$ cat config.mk
export PLATFORM = sky130hd
export DESIGN_NAME = scroll_char_feeder_flat
export DESIGN_NICKNAME = d
export VERILOG_FILES = /design/src/rtl/scroll_char_feeder_if.sv /design/src/rtl/scroll_char_feeder.sv /design/src/flat_wrapper.sv
export SDC_FILE = /design/constraint.sdc
export NUM_CORES = 1
export LEC_CHECK = 0
export CORE_MARGIN = 2
export CORE_UTILIZATION = 55
export DETAILED_ROUTE_END_ITERATION = 7
export PLACE_DENSITY = 0.72
export SLEW_MARGIN = 10
export SYNTH_ARGS = -nofsm -noshare
export SYNTH_HDL_FRONTEND = slang
export SYNTH_SLANG_ARGS = --single-unit
$ cat constraint.sdc
create_clock -name CLOCK_50 -period 4.05 [get_ports CLOCK_50]
set_input_delay 0.81 -clock CLOCK_50 [delete_from_list [all_inputs] [get_ports CLOCK_50]]
set_output_delay 0.81 -clock CLOCK_50 [all_outputs]
set_load 0.02 [all_outputs]
$ cat src/rtl/scroll_char_feeder_if.sv
// scroll_char_feeder_if: control, buffer-write and character-stream signals of the scroll feeder
interface scroll_char_feeder_if;
    logic       start;
    logic       wr_en;
    logic [3:0] wr_addr;
    logic [6:0] wr_data;
    logic [4:0] msg_len;
    logic       out_ready;
    logic       out_valid;
    logic [6:0] out_seg;
    logic       out_last;
    logic       busy;
    logic       done;

    modport master (
        output start, wr_en, wr_addr, wr_data, msg_len, out_ready,
        input  out_valid, out_seg, out_last, busy, done
    );

    modport slave (
        input  start, wr_en, wr_addr, wr_data, msg_len, out_ready,
        output out_valid, out_seg, out_last, busy, done
    );
endinterface

$ cat src/rtl/scroll_char_feeder.sv
// scroll_char_feeder: streams a stored 7-segment message plus blank padding, one character per tick
module scroll_char_feeder #(
    parameter int TICK_DIV = 25000000,
    parameter int PAD_LEN  = 6
) (
    input logic CLOCK_50,
    input logic RESET_N,
    scroll_char_feeder_if.slave bus
);
    localparam int CW = (TICK_DIV > 2) ? $clog2(TICK_DIV) : 1;
    localparam int IW = $clog2(16 + PAD_LEN + 1);
    localparam logic [6:0] BLANK = 7'h7f;

    typedef enum logic [1:0] {IDLE, WAIT_TICK, PRESENT, FINISH} state_t;

    state_t        state;
    logic [6:0]    mem [16];
    logic [4:0]    len;
    logic [IW-1:0] index;
    logic [CW-1:0] cnt;
    logic [IW-1:0] last_idx;
    logic [6:0]    cur_seg;

    assign last_idx = IW'(len) + IW'(PAD_LEN - 1);
    // A write landing on the same edge the character is captured must still be seen
    assign cur_seg  = (index < IW'(len))
                    ? ((bus.wr_en && IW'(bus.wr_addr) == index) ? bus.wr_data : mem[index[3:0]])
                    : BLANK;

    // Message buffer: writable in every state, cleared to blanks by reset
    always_ff @(posedge CLOCK_50 or negedge RESET_N) begin
        if (!RESET_N) begin
            for (int i = 0; i < 16; i++) mem[i] <= BLANK;
        end else if (bus.wr_en) begin
            mem[bus.wr_addr] <= bus.wr_data;
        end
    end

    // Sequencer: tick wait, present-and-hold until accepted, one-cycle finish pulse
    always_ff @(posedge CLOCK_50 or negedge RESET_N) begin
        if (!RESET_N) begin
            state         <= IDLE;
            len           <= '0;
            index         <= '0;
            cnt           <= '0;
            bus.out_valid <= 1'b0;
            bus.out_seg   <= BLANK;
            bus.out_last  <= 1'b0;
            bus.busy      <= 1'b0;
            bus.done      <= 1'b0;
        end else begin
            case (state)
                IDLE: begin
                    if (bus.start && bus.msg_len != 5'd0) begin
                        len      <= (bus.msg_len > 5'd16) ? 5'd16 : bus.msg_len;
                        index    <= '0;
                        cnt      <= CW'(TICK_DIV - 1);
                        bus.busy <= 1'b1;
                        state    <= WAIT_TICK;
                    end
                end
                WAIT_TICK: begin
                    if (cnt == '0) begin
                        bus.out_valid <= 1'b1;
                        bus.out_seg   <= cur_seg;
                        bus.out_last  <= (index == last_idx);
                        state         <= PRESENT;
                    end else begin
                        cnt <= cnt - 1'b1;
                    end
                end
                PRESENT: begin
                    if (bus.out_ready) begin
                        bus.out_valid <= 1'b0;
                        bus.out_seg   <= BLANK;
                        bus.out_last  <= 1'b0;
                        if (bus.out_last) begin
                            bus.done <= 1'b1;
                            state    <= FINISH;
                        end else begin
                            index <= index + 1'b1;
                            cnt   <= CW'(TICK_DIV - 1);
                            state <= WAIT_TICK;
                        end
                    end
                end
                FINISH: begin
                    bus.done <= 1'b0;
                    bus.busy <= 1'b0;
                    state    <= IDLE;
                end
                default: state <= IDLE;
            endcase
        end
    end
endmodule

$ cat src/flat_wrapper.sv
// flat-port wrapper written by rule: the top's interface ports become plain ports
module scroll_char_feeder_flat 
#(
    parameter int TICK_DIV = 25000000,
    parameter int PAD_LEN  = 6
)
  (CLOCK_50, RESET_N, bus_start, bus_wr_en, bus_wr_addr, bus_wr_data, bus_msg_len, bus_out_ready, bus_out_valid, bus_out_seg, bus_out_last, bus_busy, bus_done);
  scroll_char_feeder_if bus_i ();
  input logic CLOCK_50;
  input logic RESET_N;
  input wire logic [$bits(bus_i.start)-1:0] bus_start;
  input wire logic [$bits(bus_i.wr_en)-1:0] bus_wr_en;
  input wire logic [$bits(bus_i.wr_addr)-1:0] bus_wr_addr;
  input wire logic [$bits(bus_i.wr_data)-1:0] bus_wr_data;
  input wire logic [$bits(bus_i.msg_len)-1:0] bus_msg_len;
  input wire logic [$bits(bus_i.out_ready)-1:0] bus_out_ready;
  output wire logic [$bits(bus_i.out_valid)-1:0] bus_out_valid;
  output wire logic [$bits(bus_i.out_seg)-1:0] bus_out_seg;
  output wire logic [$bits(bus_i.out_last)-1:0] bus_out_last;
  output wire logic [$bits(bus_i.busy)-1:0] bus_busy;
  output wire logic [$bits(bus_i.done)-1:0] bus_done;
  assign bus_i.start = bus_start;
  assign bus_i.wr_en = bus_wr_en;
  assign bus_i.wr_addr = bus_wr_addr;
  assign bus_i.wr_data = bus_wr_data;
  assign bus_i.msg_len = bus_msg_len;
  assign bus_i.out_ready = bus_out_ready;
  assign bus_out_valid = bus_i.out_valid;
  assign bus_out_seg = bus_i.out_seg;
  assign bus_out_last = bus_i.out_last;
  assign bus_busy = bus_i.busy;
  assign bus_done = bus_i.done;
  scroll_char_feeder #(.TICK_DIV(TICK_DIV), .PAD_LEN(PAD_LEN)) u_core (.CLOCK_50(CLOCK_50), .RESET_N(RESET_N), .bus(bus_i));
endmodule
=== Word level (Yosys, flattened, before mapping) ===
Cells that the tools add are included.

* Register bits after elaboration: 160
* Output and inout port bits: 11
* Logic and storage cells: 100

* Add/sub/neg operators: 3
* Magnitude comparators: 5
* Equal/unequal tests: 11
* Muxes and demuxes: 36
* Bitwise operators: 2
* Reduce and logical (&&, ||, !) cells: 18

{| class="wikitable"
|+ Operator list
! operator !! count
|-
| $bwmux 112 || 1
|-
| $mux 25 || 4
|-
| $pmux 25 s3 || 1
|-
| $mux 7 || 7
|-
| $bmux 7 s4 || 1
|-
| $demux 7 s4 || 1
|-
| $logic_not 25->1 || 1
|-
| $sub 25x1->25 const B || 1
|-
| $mux 5 || 4
|-
| $pmux 7 s2 || 1
|-
| $ge 5x5->1 const B || 2
|-
| $not 4->5 || 2
|-
| $pmux 5 s2 || 1
|-
| $reduce_and 3->1 || 3
|-
| $mux 2 || 4
|-
| $pmux 1 s2 || 4
|-
| $pmux 2 s4 || 1
|-
| $reduce_bool 2->1 || 4
|-
| $mux 1 || 6
|-
| $ne 2x1->1 const B || 3
|-
| $ne 2x2->1 const B || 3
|-
| $add 5x1->5 const B || 1
|-
| $add 5x3->5 const B || 1
|-
| $eq 4x5->1 || 1
|-
| other kinds (13) || 17
|}

=== Logic depth before layout (Yosys ltp) ===
Gate-level depths: netlist (run 1).

* Word-level depth: 8
* Mapped depth: 10
* Gate-level depth less buffers: 7

=== Least setup slack after synthesis (run 1) ===
OpenSTA, ideal clock, no wires.

* Kind: input-to-reg
* Start point: input bus_msg_len[1]
* End point: register u_core.cnt[2]
* Data arrival time: 2388 ps
* Data required time: 3919 ps
* Slack: 1530 ps
* Stages: 6
* Cells stage by stage: or4_1 > o211ai_1 > and3_1 > buf_2 > nor4_1 > or3_1

* Word-level cells in the longest chain between the ends: 4

{| class="wikitable"
|+ RTL lines
! element !! line !! source
|-
| start, declared || flat_wrapper.sv:15 || <nowiki>input wire logic [$bits(bus_i.msg_len)-1:0] bus_msg_len;</nowiki>
|-
| $reduce_bool 5->1 || scroll_char_feeder.sv:54 || <nowiki>if (bus.start && bus.msg_len != 5'd0) begin</nowiki>
|-
| $logic_and 1x1->1 || scroll_char_feeder.sv:54 ||
|-
| $ne 2x1->1 (no source line) || n/a ||
|-
| $reduce_and 5->1 (no source line) || n/a ||
|-
| end signal, assigned || scroll_char_feeder.sv:57 || <nowiki>cnt <= CW'(TICK_DIV - 1);</nowiki>
|-
| end signal, assigned || scroll_char_feeder.sv:69 || <nowiki>cnt <= cnt - 1'b1;</nowiki>
|-
| end signal, assigned || scroll_char_feeder.sv:82 || <nowiki>cnt <= CW'(TICK_DIV - 1);</nowiki>
|-
| end, declared || scroll_char_feeder.sv:20 || <nowiki>logic [CW-1:0] cnt;</nowiki>
|}

Every way passes these cells.
A chain may end at the register's enable or synchronous reset.

=== Final worst setup path (run 1) ===
* Start point: input bus_msg_len[1]
* End point: register u_core.cnt[23]

The elaborated chain is that of the path after synthesis.

==> key figures, run 1 <==
Status
  – Status: finished clean

Clocking
  – CTS resizes: 0
  – Latest clock arrival within the worst-skew pair: 0.43 ns
  – # hold bufs at CTS: 0
  – Clock sinks: 160
  – Root Driver: clkbuf_16
  – CTS tree: built
  – H-tree levels: 4
  – Clock transition at the registers of the reported paths: 0.06 ns
  – Longest Clk Path Bufs: 2
  – Setup bufs post-CTS: 0
  – Total CTS buffers: 17

Synthesis
  – Post-Syn Nets: 649
  – Post-synthesis cell count: 619
  – Synthesized area: 0.00801 sq mm
  – Count leader, synth: dfstp_2
  – Top cell type by total area after synthesis: dfstp_2
  – Yosys cell types: 57
  – Yosys top cell area share: 39.0%
  – Async set-reset flop share out of synthesis: 100%
  – Ys flop type: dfstp_2
  – Top cells by area, synth: dfstp_2 39%, mux2_2 16%, dfrtp_1 13%
  – Post-synthesis sequential area ratio: 51.9%
  – Post-synth EDFFs: 0
  – Syn_area_per_cell: 12.9 sq um
  – Synth Register Bits: 160
  – Post-synth top cells: 119 x dfstp_2, 112 x mux2_2, 41 x dfrtp_1, 30 x nand2_1, 30 x nor2_1
  – Warnings, synthesis: 0

Layout
  – Area of the multi-input gates: 0.00365 sq mm
  – Fillers: 1067
  – Layout cells sized above 1: 46.2%
  – Register area: 0.00415 sq mm
  – ANT cells: 0
  – Finished Layout Cells: 844
  – Area grow syn2layout: 13.8%
  – Design area: 0.00911 sq mm
  – Post-layout net count: 677

Worst setup path
  – Setup CP Type: in2reg
  – WP data required: 4.34 ns
  – Critical Path End Type: flip-flop
  – CP Max Fanout: 15
  – CP startpoint kind: input pin
  – Worst path arrival time: 3.07 ns

Route
  – Post-Route WL: 17.9 mm
  – Final ANT Viol Nets: 0
  – Drt first-iter violations: 500
  – Vias per std cell: 6.32
  – Vias: 5330
  – Wire per inst: 21.2 um
  – DRC Markers: 0
  – Pre-antenna DRT Iters: 5

Placed design
  – DP Area: 0.00848 sq mm
  – Hpwl dp: 12.0 mm
  – GPL Wtd Cong: 0.874
  – I/O Buffers: 31
  – Post-Place Cells: 812

Power and ir drop
  – P_leak: 3.45 nW
  – Total Power: 4.97 mW
  – Pwr dens: 545 mW/mm^2
  – Worst vdd ir: 0.000440 V

Floorplan
  – Die height: 125 um
  – FP Rows: 44
  – Ports: 32
  – Initial Util: 55.7%
  – Core Area: 0.0144 sq mm
  – Die Wd: 125 um
  – Die area: 0.0155 sq mm

Timing
  – Final count of hold timing violations: 0
  – RSZ-0062 raised after global routing: no
  – Max Clk Rate: 0.360 GHz
  – Slew Viols, Final: 0
  – Clk_skew: 0.00883 ns
  – Slew @ Worst Pin: 1.12 ns
  – Hold_ws: 0.479 ns
  – Final setup viols: 0
  – Fin crit period: 2.78 ns
  – Slew HR: 25.6%
  – Fin Setup TNS: 0 ns
  – Final period util: 68.6%

Global route
  – Vias in the first global route: 5513
  – Gr ovfl total: 0
  – Initial antenna violation count: 0
  – First-pass GRT wire length: 29.8 mm
  – Largest net degree at the start of global routing: 125
  – Tot GR Track Use: 24.5%

Flow run
  – Max Cap Viol: 0

Worst hold path
  – Worst Hold Class: in2async
==> metal layers <==
| layer | vias up | part of all wire, % | track usage (%) |
|---|---|---|---|
| met5 | - | 0 | 0 |
| li1 | 2392 | - | - |
| met1 | 2766 | 43 | 32.7 |
| met3 | 23 | 4.1 | 5.24 |
| met2 | 149 | 51 | 40.9 |
| met4 | 0 | 1.6 | 6.81 |
==> layout make-up <==
| class | instances | share of cell area (%) |
|---|---|---|
| sequential | 160 | 45.6 |
| multi-input combinational | 409 | 40.0 |
| clock buffer | 22 | 5.33 |
| timing repair buffer | 41 | 4.24 |
| tap | 184 | 2.53 |
| clock inverter | 10 | 1.58 |
| inverter | 18 | 0.741 |
==> sequential cells by signal, indices dropped and copies added, names as in the netlist <==
register and cells:
u_core.bus.out_seg 7, u_core.state 2, u_core.bus.out_last 1, u_core.len 5
u_core.index 5, u_core.bus.out_valid 1, u_core.cnt 25, u_core.bus.done 1
u_core.mem 112, u_core.bus.busy 1
==> cell families (layout without fill, tap and decap cells) <==
family,after synthesis,in the layout,synth area share [%]
adders and majority gates,9,9,1.41
buffers and inverters,50,91,2.59
muxes,147,147,24.5
and+or+nand+nor,167,167,11.6
DFF,160,160,51.9
AOI/OAI and AO/OA,77,77,7.03
xor gates and xnor gates,9,9,0.984
==> path summary, 6_finish.rpt <==
| path | to | slack (ns) | cells after the start | from |
|---|---|---|---|---|
| max in group asynchronous | u_core.mem[16] | 2.48 | 2 | RESET_N |
| setup reg to reg | u_core.bus.out_seg[4] | 1.39 | 7 | u_core.cnt[0] |
| hold reg to reg | u_core.bus.busy | 0.51 | 1 | u_core.bus.busy |
| hold / removal | u_core.cnt[4] | 0.48 | 1 | RESET_N |
| min in group CLOCK_50 | u_core.bus.busy | 0.51 | 1 | u_core.bus.busy |
| setup / recovery | u_core.cnt[23] | 1.27 | 6 | bus_msg_len[1] |
==> power breakdown <==
| group | total, mW | internal [mW] | switching [mW] |
|---|---|---|---|
| Clock | 1.70 | 1.05 | 0.654 |
| Combinational | 0.929 | 0.490 | 0.440 |
| Sequential | 2.34 | 2.12 | 0.217 |
==> critical path, cell delays in order <==
cell and delay, ns:
clkdlybuf4s50_1 0.44, or4_1 0.61, o211ai_1 0.31, a311o_1 0.62, or4_1 0.21, a21oi_1 0.06
==> placed cells by master, fill, tap and decap left out, drive strengths merged, types with 7 or more instances in the layout <==
cell type      instances
ha                     9
nand2                 30
clkdlybuf4s50         30
nand3                 24
or3                   11
nand4                  7
or4                   15
o31ai                 12
nand2b                13
mux2                 112
clkbuf                22
dfstp                119
buf                   11
o21ai                 14
inv                   22
nor2                  30
o22ai                 14
dfrtp                 41
nor4                  11
mux4                  28
mux2i                  7
==> stage by stage <==
stage	setup slack [ns]	util, %
2_1_floorplan	1.53	-
3_3_place_gp	0.958	59.0
3_5_place_dp	0.919	59.0
4_1_cts	1.32	63.4
5_1_grt	1.13	63.4
6_report	1.27	63.4
(Power assumes the default switching activity.)
==> run 2, diff against run 1 <==
==> constraint.sdc (replaced) <==
create_clock -name CLOCK_50 -period 2.8 [get_ports CLOCK_50]
set_input_delay 0.56 -clock CLOCK_50 [delete_from_list [all_inputs] [get_ports CLOCK_50]]
set_output_delay 0.56 -clock CLOCK_50 [all_outputs]
set_load 0.02 [all_outputs]
==> run 2 against run 1 <==
  * Sequential cell count unchanged
  * Count of clock-buffer cells in the layout decreased by 2
  * Sequential share of layout area decreased by 0.88 points
  * Critical endpoint is now u_core.bus.out_seg[4]
  * Largest power group unchanged
==> key figures, run 2 (synthesis results as in run 1) <==
Worst setup path
  – Launch point of the worst path: u_core.cnt[0]
  – Reg2Reg Depth: 7 (unchanged)
  – Critical Path End Type: flip-flop
  – Setup CP Type: reg2reg
  – CP Max Fanout: 7 (-8)
  – FF-to-FF setup slack: 0.21 ns (-1.18 ns)
  – Critical Path End: u_core.bus.out_seg[4]
  – Reg-to-Reg Start: u_core.cnt[0]
  – Worst path arrival time: 2.94 ns (-0.13 ns)
  – WP data required: 3.15 ns (-1.19 ns)
  – R2R Path End: u_core.bus.out_seg[4]
  – CP startpoint kind: flip-flop

Clocking
  – Setup bufs post-CTS: 0 (unchanged)
  – Root Driver: clkbuf_16
  – # hold bufs at CTS: 0 (unchanged)
  – H-tree levels: 4 (unchanged)
  – Latest clock arrival within the worst-skew pair: 0.43 ns (about the same)
  – Clock transition at the registers of the reported paths: 0.06 ns (about the same)
  – CTS resizes: 0 (unchanged)
  – Clock sinks: 160 (unchanged)
  – Longest Clk Path Bufs: 2 (unchanged)
  – Total CTS buffers: 17 (unchanged)
  – CTS tree: built

Route
  – Vias: 5410 (+1.5%)
  – Drt first-iter violations: 411 (-18%)
  – Pre-antenna DRT Iters: 5 (unchanged)
  – Final ANT Viol Nets: 0 (unchanged)
  – Vias per std cell: 6.23 (-1.4%)
  – Post-Route WL: 18.8 mm (+4.6%)
  – Wire per inst: 21.6 um (+1.6%)
  – DRC Markers: 0 (unchanged)

Layout
  – Fillers: 1058 (-0.84%)
  – Largest registers in the final layout: u_core.mem: 112 flops, u_core.cnt: 25 flops, u_core.bus.out_seg: 7 flops
  – Reg with most FFs: u_core.mem
  – Commonest cells after routing, fill and taps aside: 119 x dfstp_2, 112 x mux2_2, 41 x dfrtp_1
  – Largest register FFs: 112 (unchanged)
  – Post-layout net count: 702 (+3.7%)
  – Register area: 0.00415 sq mm (unchanged)
  – Most common cell after layout, fill and taps aside: dfstp_2
  – ANT cells: 0 (unchanged)
  – Layout cells sized above 1: 48.2% (+2.0 points)
  – Area of the multi-input gates: 0.00365 sq mm (unchanged)
  – Area grow syn2layout: 16.0%

Floorplan
  – Initial Util: 55.7% (unchanged)
  – Die area: 0.0155 sq mm (unchanged)
  – FP Rows: 44 (unchanged)
  – Ports: 32 (unchanged)
  – Die height: 125 um (unchanged)
  – Die Wd: 125 um (unchanged)
  – Core Area: 0.0144 sq mm (unchanged)

Timing
  – Slew Viols, Final: 0 (unchanged)
  – RSZ-0062 raised after global routing: no
  – Hold_ws: 0.0910 ns (-0.387 ns)
  – Slew HR: 43.9% (+18 points)
  – Fin crit period: 2.59 ns
  – Final setup viols: 0 (unchanged)
  – Fin Setup TNS: 0 ns (unchanged)
  – Slew @ Worst Pin: 0.836 ns (-0.280 ns)
  – Final count of hold timing violations: 0 (unchanged)
  – Max Clk Rate: 0.386 GHz
  – Clk_skew: 0.0140 ns (+0.00521 ns)
  – Final period util: 92.6%

Global route
  – Initial antenna violation count: 0 (unchanged)
  – Gr ovfl total: 0 (unchanged)
  – Vias in the first global route: 5903 (+7.1%)
  – First-pass GRT wire length: 31.0 mm (+4.2%)
  – Tot GR Track Use: 25.6% (+1.1 points)
  – Largest net degree at the start of global routing: 63 (-50%)

Power and ir drop
  – P_leak: 3.56 nW (+2.9%)
  – Pwr dens: 761 mW/mm^2 (+40%)
  – Worst vdd ir: 0.000567 V (+29%)
  – Total Power: 7.07 mW (+42%)

Flow run
  – Max Cap Viol: 0 (unchanged)

Placed design
  – Hpwl dp: 13.0 mm (+8.1%)
  – I/O Buffers: 31 (unchanged)
  – GPL Wtd Cong: 0.912 (+4.4%)

Worst hold path
  – Worst Hold Class: in2async

Status
  – Status: finished clean
-- run 2: report_power, final --
part	internal, mW	switching [mW]
clock	1.27	0.973
combinational	0.762	0.690
sequential	3.07	0.310
-- run 2: worst min-delay path by stage --
stage                   start              end  slack [ns]  cells after the start
2_1_floorplan         RESET_N  u_core.bus.busy        0.26                      0
3_3_place_gp   u_core.cnt[19]   u_core.cnt[19]        0.49                      2
3_5_place_dp   u_core.cnt[19]   u_core.cnt[19]        0.52                      2
4_1_cts               RESET_N    u_core.cnt[3]        0.11                      1
5_1_grt               RESET_N    u_core.cnt[3]        0.14                      1
6_report              RESET_N    u_core.cnt[3]        0.09                      1
-- run 2: metrics by stage --
step                utilization [%]  area, sq um  worst slack (ns)  std cells
finish                         64.7         9290             0.207        869
global route                   64.7         9290             0.111        869
CTS                            64.7         9290             0.240        869
detailed placement             60.7         8720            0.0624        837
global placement               60.7         8720             0.148        837
floorplan                         -         8010             0.530        619
-- run 2: layout make-up --
| cell class | count | share of cell area (%) |
|---|---|---|
| tap | 184 | 2.48 |
| clock inverter | 12 | 1.33 |
| timing repair buffer | 66 | 6.72 |
| inverter | 18 | 0.727 |
| sequential | 160 | 44.7 |
| clock buffer | 20 | 4.81 |
| multi-input combinational | 409 | 39.2 |
-- run 2: worst max-delay path: stages (launching register included) --
cell,delay (ns)
dfrtp_1,0.41
inv_1,0.11
ha_1,0.16
nor3b_1,0.29
and4_1,0.36
nand3_4,0.15
or4_1,0.71
o221a_1,0.31
-- run 2: metal layers --
| metal | GRT usage (%) | vias up | share of wire (%) |
|---|---|---|---|
| met5 | 0 | - | 0 |
| met2 | 42.8 | 153 | 50 |
| li1 | - | 2443 | - |
| met3 | 6.40 | 44 | 4.5 |
| met4 | 10.7 | 0 | 3.2 |
| met1 | 31.9 | 2770 | 42 |
==> run 3, diff against run 2 <==
--- a/config.mk
+++ b/config.mk
@@ -8,6 +8,7 @@
 export CORE_MARGIN = 2
 export CORE_UTILIZATION = 55
 export DETAILED_ROUTE_END_ITERATION = 7
+export GPL_TIMING_DRIVEN = 0
 export PLACE_DENSITY = 0.72
 export SLEW_MARGIN = 10
 export SYNTH_ARGS = -nofsm -noshare
==> run 3 against run 2 <==
  * Global-route usage up 0.39 points
  * Die area unchanged
  * Routed wire length up 3.3%
  * Core utilization down 0.84 points
  * Sequential cell count unchanged
  * Cell area down 1.3%
  * Register-to-register slack worse by 0.06 ns
  * Worst hold slack worse by 0.057 ns
  * Critical path depth unchanged
  * Sequential power about the same
  * Final cell count down 0.23%
==> key figures, run 3 (synthesis results as in run 1) <==
Status
  – Status: finished clean

Layout
  – Design area: 0.00917 sq mm (-1.3%)
  – Commonest cells after routing, fill and taps aside: 119 x dfstp_2, 112 x mux2_2, 41 x dfrtp_1
  – Post-layout net count: 700 (-0.28%)
  – Most common cell after layout, fill and taps aside: dfstp_2
  – Largest registers in the final layout: u_core.mem: 112 flops, u_core.cnt: 25 flops, u_core.bus.out_seg: 7 flops
  – Area grow syn2layout: 14.5%
  – Reg with most FFs: u_core.mem
  – Largest register FFs: 112 (unchanged)
  – Layout cells sized above 1: 45.4% (-2.8 points)
  – Fillers: 1065 (+0.66%)
  – Finished Layout Cells: 867 (-0.23%)
  – ANT cells: 0 (unchanged)
  – Finished Core Util: 63.8% (-0.84 points)

Placed design
  – DP Area: 0.00858 sq mm (-1.6%)
  – Post-Place Cells: 835 (-0.24%)
  – I/O Buffers: 31 (unchanged)
  – Hpwl dp: 13.1 mm (+0.90%)
  – GPL Wtd Cong: 0.887 (-2.7%)

Global route
  – Largest net degree at the start of global routing: 103 (+63%)
  – Initial antenna violation count: 0 (unchanged)
  – Met1 GRT Util: 32.9% (+0.92 points)
  – Met3 Use GR: 6.31% (-0.086 points)
  – Most Used Layer, Global Route: met2
  – Tot GR Track Use: 26.0% (+0.39 points)
  – First-pass GRT wire length: 31.2 mm (+0.40%)
  – Gr ovfl total: 0 (unchanged)
  – Vias in the first global route: 5764 (-2.4%)
  – Met2 Use GR: 43.3% (+0.48 points)

Flow run
  – Max Cap Viol: 0 (unchanged)

Route
  – Vias per std cell: 6.39 (+2.6%)
  – Vias: 5538 (+2.4%)
  – Post-Route WL: 19.4 mm (+3.3%)
  – Drt first-iter violations: 390 (-5.1%)
  – Final ANT Viol Nets: 0 (unchanged)
  – Pre-antenna DRT Iters: 6 (+1)
  – DRC Markers: 0 (unchanged)
  – Wire per inst: 22.3 um (+3.6%)

Worst setup path
  – Worst path arrival time: 2.99 ns (+0.05 ns)
  – WP data required: 3.11 ns (-0.04 ns)
  – Setup CP Type: in2reg
  – CP Max Fanout: 10 (+3)
  – Critical Path End Type: flip-flop
  – Reg2Reg Depth: 6 (-1)
  – Reg-to-Reg Start: u_core.index[1]
  – R2R Path End: u_core.bus.out_seg[5]
  – Launch point of the worst path: bus_msg_len[1]
  – CP startpoint kind: input pin
  – FF-to-FF setup slack: 0.15 ns (-0.06 ns)

Worst hold path
  – Worst Hold Class: in2async

Floorplan
  – FP Rows: 44 (unchanged)
  – Die area: 0.0155 sq mm (unchanged)
  – Die Wd: 125 um (unchanged)
  – Ports: 32 (unchanged)
  – Core Area: 0.0144 sq mm (unchanged)
  – Initial Util: 55.7% (unchanged)
  – Die height: 125 um (unchanged)

Clocking
  – Clock sinks: 160 (unchanged)
  – H-tree levels: 4 (unchanged)
  – Total CTS buffers: 17 (unchanged)
  – Setup bufs post-CTS: 0 (unchanged)
  – Root Driver: clkbuf_16
  – CTS tree: built
  – Longest Clk Path Bufs: 2 (unchanged)
  – Latest clock arrival within the worst-skew pair: 0.44 ns (about the same)
  – Clock transition at the registers of the reported paths: 0.07 ns (about the same)

Timing
  – Slew Viols, Final: 0 (unchanged)
  – Fin crit period: 2.67 ns (+0.0796 ns)
  – Final setup viols: 0 (unchanged)
  – Slew HR: 18.5% (-25 points)
  – Max Clk Rate: 0.374 GHz (-3.0%)
  – Clk_skew: 0.0121 ns (-0.00191 ns)
  – Slew @ Worst Pin: 1.21 ns (+0.378 ns)
  – Final period util: 95.4% (+2.8 points)
  – Final count of hold timing violations: 0 (unchanged)
  – Hold_ws: 0.0341 ns (-0.0570 ns)
  – RSZ-0062 raised after global routing: no

Power and ir drop
  – P_leak: 3.47 nW (-2.4%)
  – Worst vdd ir: 0.000705 V (+24%)
  – Pwr dens: 768 mW/mm^2 (+0.98%)
  – Total Power: 7.05 mW (-0.33%)
run 3: changes by cell type in the layout (fill, tap and decap cells not counted), moves of 4 or more:
cell and delta:
clkbuf_1 +18, buf_2 +10, buf_4 -31, buf_12 -4
run 3: worst max path at each step:
stage | slack, ns | depth (start not counted) | endpoint
after floorplan | 0.53 | 6 | u_core.cnt[2]
after global placement | -4.81 | 1 | u_core.cnt[17]
after detailed placement | -0.42 | 6 | u_core.cnt[22]
after CTS | 0.02 | 6 | u_core.cnt[18]
after global routing | 0.05 | 7 | u_core.cnt[1]
final | 0.13 | 7 | u_core.cnt[1]
run 3: layout make-up:
class | instances | area [sq um] | area share [%]
Buffer | 32 | 140 | 1.53
Clock buffer | 18 | 439 | 4.79
Multi-Input combinational cell | 409 | 3650 | 39.8
Inverter | 18 | 67.6 | 0.737
Tap cell | 184 | 230 | 2.51
Sequential cell | 160 | 4150 | 45.3
Timing Repair Buffer | 32 | 343 | 3.74
Clock inverter | 14 | 149 | 1.62
run 3: where the power goes:
part,internal [mW],switching [mW]
clock,1.28,1.02
sequential,3.07,0.307
combinational,0.717,0.655
total,5.06,1.99
run 3: timing repair:
action | CTS | global route
setup endpoints to repair | 0 | 10
resized for setup | 0 | 1
hold buffers | 0 | 0
endpoints found under the hold margin | 0 | 0
run 3: layer usage:
layer	up-vias	share of wire [%]
met4	0	3.0
met2	200	50
met3	47	4.7
li1	2451	-
met5	-	0
met1	2840	42
run 3: per-stage QoR:
step	setup TNS (ns)	setup slack [ns]
floorplan	0	0.530
global placement	-551.00	-4.81
detailed placement	-6.54	-0.417
CTS	0	0.0245
global route	0	0.0465
finish	0	0.128
run 3: worst max-delay path: stages:
cell             delay [ns]
clkdlybuf4s50_1        0.43
or4_1                  0.61
o211ai_1               0.32
and3_1                 0.32
clkbuf_1               0.43
o21ai_0                0.17
a21boi_0               0.14
